--- config.mk ---
export PLATFORM = sky130hd
export DESIGN_NAME = cic_comp_fir_flat
export DESIGN_NICKNAME = d
export VERILOG_FILES = /design/src/rtl/cic_comp_fir_if.sv /design/src/rtl/cic_comp_fir.sv /design/src/flat_wrapper.sv
export SDC_FILE = /design/constraint.sdc
export NUM_CORES = 1
export LEC_CHECK = 0
export BUFFER_PORTS_ARGS = -buffer_cell sky130_fd_sc_hd__buf_4
export CAP_MARGIN = 20
export CORE_MARGIN = 2
export CORE_UTILIZATION = 30
export DETAILED_ROUTE_END_ITERATION = 8
export PLACE_DENSITY = 0.45
export SLEW_MARGIN = 25
export SYNTH_ARGS = -nofsm -noshare
export SYNTH_HDL_FRONTEND = slang
export SYNTH_SLANG_ARGS = --single-unit
--- constraint.sdc ---
create_clock -name clk -period 9 [get_ports clk]
set_input_delay 0.45 -clock clk [delete_from_list [all_inputs] [get_ports clk]]
set_output_delay 0.45 -clock clk [all_outputs]
set_load 0.1 [all_outputs]
--- src/rtl/cic_comp_fir_if.sv ---
// Sample bus between the CIC decimator, the compensation FIR and the demodulator.
// The master drives the CIC sample and its sample clock; the slave returns the
// filtered sample, its valid strobe and status flags.
interface cic_comp_fir_if;
  logic signed [7:0] d_in;
  logic              d_clk_in;
  logic signed [7:0] d_out;
  logic              d_valid;
  logic              busy;
  logic              overrun;

  modport master (
    output d_in, d_clk_in,
    input  d_out, d_valid, busy, overrun
  );

  modport slave (
    input  d_in, d_clk_in,
    output d_out, d_valid, busy, overrun
  );
endinterface

--- src/rtl/cic_comp_fir.sv ---
// CIC droop-compensation FIR with decimation, single shared MAC.
// Each rising edge of d_clk_in captures one CIC sample into a circular delay
// line. Every DECIM-th accepted sample starts a TAPS-cycle MAC pass, followed
// by one ROUND cycle and one OUT cycle that drives d_out / d_valid.
// Macro CIC_COMP_ROUND_EN: when defined, ROUND adds 0.5 LSB before the >>>9
// (round-half-up); when undefined, ROUND truncates toward -inf. The latency
// is identical in both builds.
module cic_comp_fir #(
  parameter int TAPS   = 16,
  parameter int DECIM  = 2,
  parameter int COEF_W = 10,
  parameter int ACC_W  = 24
) (
  input  logic           clk,
  input  logic           rst,
  cic_comp_fir_if.slave  bus
);

  localparam int PTR_W  = (TAPS > 1)  ? $clog2(TAPS)  : 1;
  localparam int PH_W   = (DECIM > 1) ? $clog2(DECIM) : 1;
  localparam int PROD_W = 8 + COEF_W;

`ifdef CIC_COMP_ROUND_EN
  localparam logic signed [ACC_W-1:0] RND_BIAS = ACC_W'(256);
`else
  localparam logic signed [ACC_W-1:0] RND_BIAS = '0;
`endif

  localparam logic signed [ACC_W-1:0] SAT_HI = ACC_W'(127);
  localparam logic signed [ACC_W-1:0] SAT_LO = -ACC_W'(128);

  typedef enum logic [1:0] {IDLE, MAC, ROUND, OUT} state_t;

  // Symmetric compensation kernel, sum 512 (unity in Q1.9). Other tap counts
  // fall back to a plain two-tap centre average so the block stays usable.
  function automatic int coef_val(input int k);
    int m;
    if (TAPS == 16) begin
      m = (k < 8) ? k : 15 - k;
      case (m)
        0:       return -4;
        1:       return -6;
        2:       return 0;
        3:       return 14;
        4:       return 20;
        5:       return 0;
        6:       return -40;
        default: return 272;
      endcase
    end else begin
      return ((k == TAPS/2 - 1) || (k == TAPS/2)) ? 256 : 0;
    end
  endfunction

  logic signed [COEF_W-1:0] coef_rom [TAPS];

  generate
    for (genvar gi = 0; gi < TAPS; gi++) begin : g_coef
      assign coef_rom[gi] = COEF_W'(coef_val(gi));
    end
  endgenerate

  state_t                  state_q;
  logic                    prev_q;
  logic signed [7:0]       line_q [TAPS];
  logic [PTR_W-1:0]        wr_ptr_q, wr_ptr_d;
  logic [PTR_W-1:0]        rd_ptr_q, rd_ptr_d;
  logic [PTR_W-1:0]        k_q;
  logic [PH_W-1:0]         phase_q, phase_d;
  logic signed [ACC_W-1:0] acc_q;
  logic signed [ACC_W-1:0] rnd_q;
  logic signed [7:0]       d_out_q, sat_d;
  logic                    d_valid_q, busy_q, overrun_q;
  logic                    capture, wr_en;
  logic signed [PROD_W-1:0] prod;
  logic signed [ACC_W-1:0]  prod_ext;

  assign capture = bus.d_clk_in & ~prev_q;
  assign wr_en   = capture && (state_q == IDLE);

  // Pointer/phase successors, product of the current tap and the saturator.
  always_comb begin
    wr_ptr_d = (wr_ptr_q == PTR_W'(TAPS - 1)) ? '0 : wr_ptr_q + 1'b1;
    rd_ptr_d = (rd_ptr_q == '0) ? PTR_W'(TAPS - 1) : rd_ptr_q - 1'b1;
    phase_d  = (phase_q == PH_W'(DECIM - 1)) ? '0 : phase_q + 1'b1;
    prod     = line_q[rd_ptr_q] * coef_rom[k_q];
    prod_ext = $signed({{(ACC_W - PROD_W){prod[PROD_W-1]}}, prod});
    if (rnd_q > SAT_HI)      sat_d = 8'sd127;
    else if (rnd_q < SAT_LO) sat_d = -8'sd128;
    else                     sat_d = rnd_q[7:0];
  end

  // Circular delay line: cleared on reset, one write per accepted capture.
  always_ff @(posedge clk) begin
    if (rst) begin
      for (int i = 0; i < TAPS; i++) line_q[i] <= '0;
    end else if (wr_en) begin
      line_q[wr_ptr_q] <= bus.d_in;
    end
  end

  // Edge detect, capture bookkeeping and the MAC/ROUND/OUT sequencer.
  always_ff @(posedge clk) begin
    if (rst) begin
      state_q   <= IDLE;
      prev_q    <= 1'b0;
      wr_ptr_q  <= '0;
      rd_ptr_q  <= '0;
      k_q       <= '0;
      phase_q   <= '0;
      acc_q     <= '0;
      rnd_q     <= '0;
      d_out_q   <= '0;
      d_valid_q <= 1'b0;
      busy_q    <= 1'b0;
      overrun_q <= 1'b0;
    end else begin
      prev_q    <= bus.d_clk_in;
      d_valid_q <= 1'b0;
      // A sample arriving mid-computation is lost; remember that it happened.
      if (capture && state_q != IDLE) overrun_q <= 1'b1;
      case (state_q)
        IDLE: begin
          if (capture) begin
            wr_ptr_q <= wr_ptr_d;
            phase_q  <= phase_d;
            // Newest sample sits at the slot being written now.
            rd_ptr_q <= wr_ptr_q;
            k_q      <= '0;
            acc_q    <= '0;
            if (phase_q == PH_W'(DECIM - 1)) begin
              state_q <= MAC;
              busy_q  <= 1'b1;
            end
          end
        end
        MAC: begin
          acc_q    <= acc_q + prod_ext;
          rd_ptr_q <= rd_ptr_d;
          k_q      <= k_q + 1'b1;
          if (k_q == PTR_W'(TAPS - 1)) state_q <= ROUND;
        end
        ROUND: begin
          rnd_q   <= (acc_q + RND_BIAS) >>> 9;
          state_q <= OUT;
        end
        default: begin
          d_out_q   <= sat_d;
          d_valid_q <= 1'b1;
          busy_q    <= 1'b0;
          state_q   <= IDLE;
        end
      endcase
    end
  end

  assign bus.d_out   = d_out_q;
  assign bus.d_valid = d_valid_q;
  assign bus.busy    = busy_q;
  assign bus.overrun = overrun_q;

endmodule

--- src/flat_wrapper.sv ---
// flat-port wrapper written by rule: the top's interface ports become plain ports
module cic_comp_fir_flat 
#(
  parameter int TAPS   = 16,
  parameter int DECIM  = 2,
  parameter int COEF_W = 10,
  parameter int ACC_W  = 24
)
  (clk, rst, bus_d_in, bus_d_clk_in, bus_d_out, bus_d_valid, bus_busy, bus_overrun);
  cic_comp_fir_if bus_i ();
  input  logic clk;
  input  logic rst;
  input wire logic [$bits(bus_i.d_in)-1:0] bus_d_in;
  input wire logic [$bits(bus_i.d_clk_in)-1:0] bus_d_clk_in;
  output wire logic [$bits(bus_i.d_out)-1:0] bus_d_out;
  output wire logic [$bits(bus_i.d_valid)-1:0] bus_d_valid;
  output wire logic [$bits(bus_i.busy)-1:0] bus_busy;
  output wire logic [$bits(bus_i.overrun)-1:0] bus_overrun;
  assign bus_i.d_in = bus_d_in;
  assign bus_i.d_clk_in = bus_d_clk_in;
  assign bus_d_out = bus_i.d_out;
  assign bus_d_valid = bus_i.d_valid;
  assign bus_busy = bus_i.busy;
  assign bus_overrun = bus_i.overrun;
  cic_comp_fir #(.TAPS(TAPS), .DECIM(DECIM), .COEF_W(COEF_W), .ACC_W(ACC_W)) u_core (.clk(clk), .rst(rst), .bus(bus_i));
endmodule
Yosys cells after proc, flatten, opt, wreduce, memory -nomap -nowiden
Memory sizes are Yosys's and may differ from the RTL's. A register that Yosys moved wholly into a read port is not among the register bits.
Cells that the tools add are included.
{"block": "totals", "regBits": 66, "ramBits": 128, "rom_bits": 160, "output_inout_bits": 11, "elab_cells": 78, "mem_count": 2}
{"block": "classes", "addsub": 5, "multipliers": 1, "magnitude_cmp": 3, "eq_ne": 7, "muxes": 31, "bitwise_logic": 4, "reduce_logical": 13}
{"memory": "(name not given)", "words": 16, "word_bits": 10, "rd": 1, "rd_clocked_by_memory_dff": 0, "write_ports": 0, "line_no": "cic_comp_fir.sv:86", "text": "prod = line_q[rd_ptr_q] * coef_rom[k_q];"}
{"memory": "u_core.line_q", "words": 16, "word_bits": 8, "rd": 1, "rd_clocked_by_memory_dff": 1, "write_ports": 16, "line_no": "cic_comp_fir.sv:65", "text": "logic signed [7:0] line_q [TAPS];"}
{"op": "$pmux W24 S2", "n": 1}
{"op": "$mux W4", "n": 7}
{"op": "$add A24 B18 Y24", "n": 1}
{"op": "$mux W24", "n": 1}
{"op": "$mux W8", "n": 3}
{"op": "$mux W10", "n": 2}
{"op": "$mul A8 B10 Y18", "n": 1}
{"op": "$pmux W4 S2", "n": 2}
{"op": "$gt A15 B8 Y1 const B", "n": 1}
{"op": "$lt A15 B8 Y1 const B", "n": 1}
{"op": "$mux W1", "n": 10}
{"op": "$add A4 B1 Y4 const B", "n": 2}
{"op": "$eq A4 B4 Y1 const B", "n": 2}
{"op": "$reduce_or A8 Y1", "n": 1}
{"op": "$mux W2", "n": 3}
{"op": "$ne A2 B1 Y1 const B", "n": 3}
{"op": "$pmux W2 S3", "n": 1}
{"op": "$reduce_and A3 Y1", "n": 2}
{"op": "$ge A5 B5 Y1 const B", "n": 1}
{"op": "$not A4 Y5", "n": 1}
{"op": "$logic_not A4 Y1", "n": 1}
{"op": "$reduce_and A2 Y1", "n": 2}
{"op": "$reduce_bool A2 Y1", "n": 2}
{"op": "$sub A4 B1 Y4 const B", "n": 1}
{"op": "other kinds (10)", "n": 12}

Depth between registers and ports, before layout
{"block": "logic_depth", "ltp_word": 8, "ltp_mapped": 25}

Least setup slack after synthesis
OpenSTA, ideal clock, no wires.
{"block": "synth_timing", "path_type": "reg2reg", "startpoint": "reg with a tool-made name", "endpoint": "reg u_core.acc_q[22]", "setup_ps": 122, "arrival_time_ps": 6208, "required_ps": 8878, "setup_slack_ps": 2670, "stages_incl_launch_ff": 22, "n_path_buf": 2, "cell_sequence": "dfxtp_1 buf_6 buf_4 mux4_2 mux2_2 o21ai_1 nor2_1 fa_1 inv_1 fa_1 inv_1 fa_1 fa_1 ha_1 ha_1 a21oi_1 o211ai_1 a221oi_1 o21ai_0 o32ai_1 xor2_1 o21ai_0"}
{"element": "end signal: assignment", "line_no": "cic_comp_fir.sv:138", "text": "acc_q <= acc_q + prod_ext;"}
{"element": "end: declaration", "line_no": "cic_comp_fir.sv:70", "text": "logic signed [ACC_W-1:0] acc_q;"}

==> impl_metrics.json <==
{
  "gp_congestion": 0.788,
  "critical_path_class": "flop to flop",
  "fin_skew_ns": 0.0125,
  "path_clk_slew_ns": 0.08,
  "syn-num-nets": 1304,
  "r2r_cells": 20,
  "grt_pass1_wl_um": 51300,
  "critPathMaxFanout": 32,
  "period_needed_ns": 7.20,
  "yosysTopAreaCellShare": 0.299,
  "final-setup-viol-count": 0,
  "wl_per_cell_um": 19.1,
  "dp_hpwl_um": 23900,
  "area_delta_synth_final_pct": 10.6,
  "min_path_cells": 2,
  "die_h_um": 211,
  "die_area_um2": 44600,
  "setup_tns_ns": 0,
  "cts_max_level": 4,
  "holdPathEnd": "u_core.prev_q",
  "crit_family": "adder cells",
  "cap_viol_max_count": 0,
  "drc": 0,
  "final-hold-violation-count": 0,
  "synth-compound-area-share": 0.0596,
  "dr.pass1.iters": 5,
  "synth_edf_count": 128,
  "start_kind": "flop",
  "synthCells": 1120,
  "ys.flop_type": "edfxtp_1",
  "drtAntennaViolNets": 0,
  "ys_top_cells_by_area": "edfxtp_1, fa_1, dfxtp_1",
  "crit_chain": "buf_12 -> mux4_2 -> mux2_2 -> o21ai_1 -> nor2_1 -> fa_1 -> inv_1 -> fa_1 -> inv_1 -> fa_1 -> fa_1 -> ha_1 -> ha_1 -> a21oi_1 -> a21oi_1 -> a221oi_1 -> o21ai_0 -> o32ai_1 -> xor2_1 -> o21ai_0",
  "r2r_setup_slack_ns": 1.80,
  "crit_slowest_cell": "fa_1",
  "grt_pass1_vias": 8433,
  "min_from": "bus_d_clk_in",
  "io_buffers": 21,
  "yosysSeqAreaShare": 0.406,
  "worstPathRequired_ns": 9.34,
  "clock-sinks": 197,
  "worstMarginPinSlew_ns": 1.02,
  "yosysTopAreaCell": "edfxtp_1",
  "rows": 75,
  "cts_buffer_depth": 2,
  "cts_resized": 0,
  "postSynth.asyncResetShare": 0,
  "num_antenna_cells": 0,
  "synth-seq-cells": 197,
  "yosys.area_share.simple": 0.153,
  "synth_commonest_cells": "and2_1, edfxtp_1, inv_1",
  "post_cts_buffers": 0,
  "cp_data_arrival_time_ns": 7.54,
  "cts_tree": "yes",
  "fillers": 4196,
  "clock.fmax_ghz": 0.139,
  "start_util": 0.306,
  "synth_area_um2": 12900,
  "min_path_type": "input pin to flop",
  "yosysUniqueCellTypes": 59,
  "vias": 7967,
  "via_per_inst": 4.74,
  "antenna_found_initial": 0,
  "slew_viol_final": 0,
  "root_buffer": "clkbuf_16",
  "clkLatencyLatePin_ns": 0.46,
  "io_pins": 22,
  "grtUsageTotal": 0.153,
  "grt_setup_unrepaired": "false",
  "final_nets": 1313,
  "grt_max_degree": 41,
  "max_stage_delay_ns": 0.66,
  "rr_endpoint": "u_core.acc_q[22]",
  "endpoint_kind": "flop",
  "max-slew-margin-rel": 0.322,
  "min_period_over_period": 0.800,
  "ys_warn_count": 0,
  "die_width_um": 211,
  "status": "finished clean",
  "yosysMostFrequentCell": "and2_1",
  "initialDrtViolationCount": 406,
  "layout-drive-gt1-share": 0.109,
  "holdBufCountCts": 0,
  "synth_xor_xnor_area_share": 0.0156,
  "synthAdderAreaFrac": 0.228,
  "synth_top_family_by_area": "adder cells",
  "overflow": 0,
  "synth.avg_cell_area_um2": 11.5,
  "numCtsBuffers": 17,
  "crit_buf_inv": 3,
  "crit_top_cell": "fa_1",
  "muxShareOfSynthArea": 0.0882,
  "core_area_um2": 42100,
  "drt_wl_total_um": 32000
}
sequential cells by signal, summed over array words and instances (netlist names), named ones only:
signal and cells:
u_core.rd_ptr_q 4, u_core.bus.d_valid 1, u_core.bus.busy 1, u_core.line_q 128
u_core.k_q 4, u_core.prev_q 1, u_core.wr_ptr_q 4, u_core.phase_q 1
u_core.bus.overrun 1, u_core.state_q 2, u_core.rnd_q 15, u_core.bus.d_out 8
u_core.acc_q 23
per-stage QoR:
stage	setup slack [ns]	hold slack, ns	cell area [µm²]	util	cells
floorplan	2.67	0.432	12900	-	1120
global placement	1.90	0.442	13600	0.323	1649
detailed placement	1.82	0.449	13600	0.323	1649
CTS	1.79	0.202	14200	0.338	1681
global route	1.33	0.216	14200	0.338	1681
finish	1.80	0.220	14200	0.338	1681
per-layer routing:
metal / vias up / global-route usage / part of all wire / wire [µm]
li1: 3817 / - / - / -
met1: 4039 / 0.212 / 0.49 / 15700
met2: 90 / 0.250 / 0.48 / 15200
met3: 21 / 0.0235 / 0.021 / 688
met4: 0 / 0.0376 / 0.014 / 438
met5: - / 0 / 0 / 0
worst reg2reg max path, delay by kind of cell, from the launching register on:
family,cells,cell delay (ns)
adder cells (fa/ha/maj),6,2.73
AO/OA/AOI/OAI,7,1.90
multiplexers,2,0.89
buffers and inverters,3,0.75
flip-flops,1,0.34
AND/OR/NAND/NOR,1,0.28
XOR/XNOR,1,0.17
how the worst max path moves through the flow:
stage                       end  cells past startpoint  slack (ns)
3_5_place_dp   u_core.acc_q[22]                     20        1.82
2_1_floorplan  u_core.acc_q[22]                     21        2.67
6_report       u_core.acc_q[22]                     20        1.80
3_3_place_gp   u_core.acc_q[22]                     20        1.90
4_1_cts        u_core.acc_q[22]                     20        1.79
5_1_grt        u_core.acc_q[22]                     20        1.33
area by class of cell:
cell class              count  area [µm²]  share of cell area
multi-input cells         767        7010               0.492
clock inverters            14         218              0.0153
inverters                 114         428              0.0300
clock buffers              18         429              0.0301
repair buffers             32         253              0.0177
well taps                 539         674              0.0474
flip-flops and latches    197        5230               0.367
cell families (layout without fill, tap and decap cells):
kind of cell,after synthesis,in the layout
adder cells (fa/ha/maj),173,173
AO/OA/AOI/OAI,123,123
XOR/XNOR,23,23
buffers and inverters,156,178
flip-flops,197,197
multiplexers,67,67
AND/OR/NAND/NOR,381,381
cells in the final DEF, fill, tap and decap left out, types with 5 or more instances in the layout:
| cell type | Yosys | layout |
|---|---|---|
| mux4_1 | 8 | 8 |
| xnor2_1 | 12 | 12 |
| ha_1 | 70 | 70 |
| nand4_1 | 5 | 5 |
| mux2_2 | 7 | 7 |
| dfxtp_1 | 69 | 68 |
| xor2_1 | 11 | 11 |
| bufinv_16 | 0 | 5 |
| or2_2 | 18 | 18 |
| nand3_1 | 15 | 15 |
| buf_4 | 3 | 31 |
| mux4_2 | 26 | 26 |
| o21ai_0 | 34 | 34 |
| nor2_1 | 98 | 98 |
| mux2i_1 | 26 | 26 |
| edfxtp_1 | 128 | 128 |
| a21oi_1 | 41 | 41 |
| clkbuf_16 | 0 | 17 |
| nor2b_1 | 7 | 7 |
| fa_1 | 103 | 103 |
| or3_1 | 6 | 6 |
| nand2b_1 | 15 | 15 |
| nand2_1 | 64 | 64 |
| inv_1 | 114 | 114 |
| o21a_1 | 5 | 5 |
| and2_1 | 131 | 131 |
| nor3_1 | 10 | 10 |
Power is left out: the tool's default activity adds up to more than one toggle a clock period on the data nets, which glitch-free logic cannot reach.
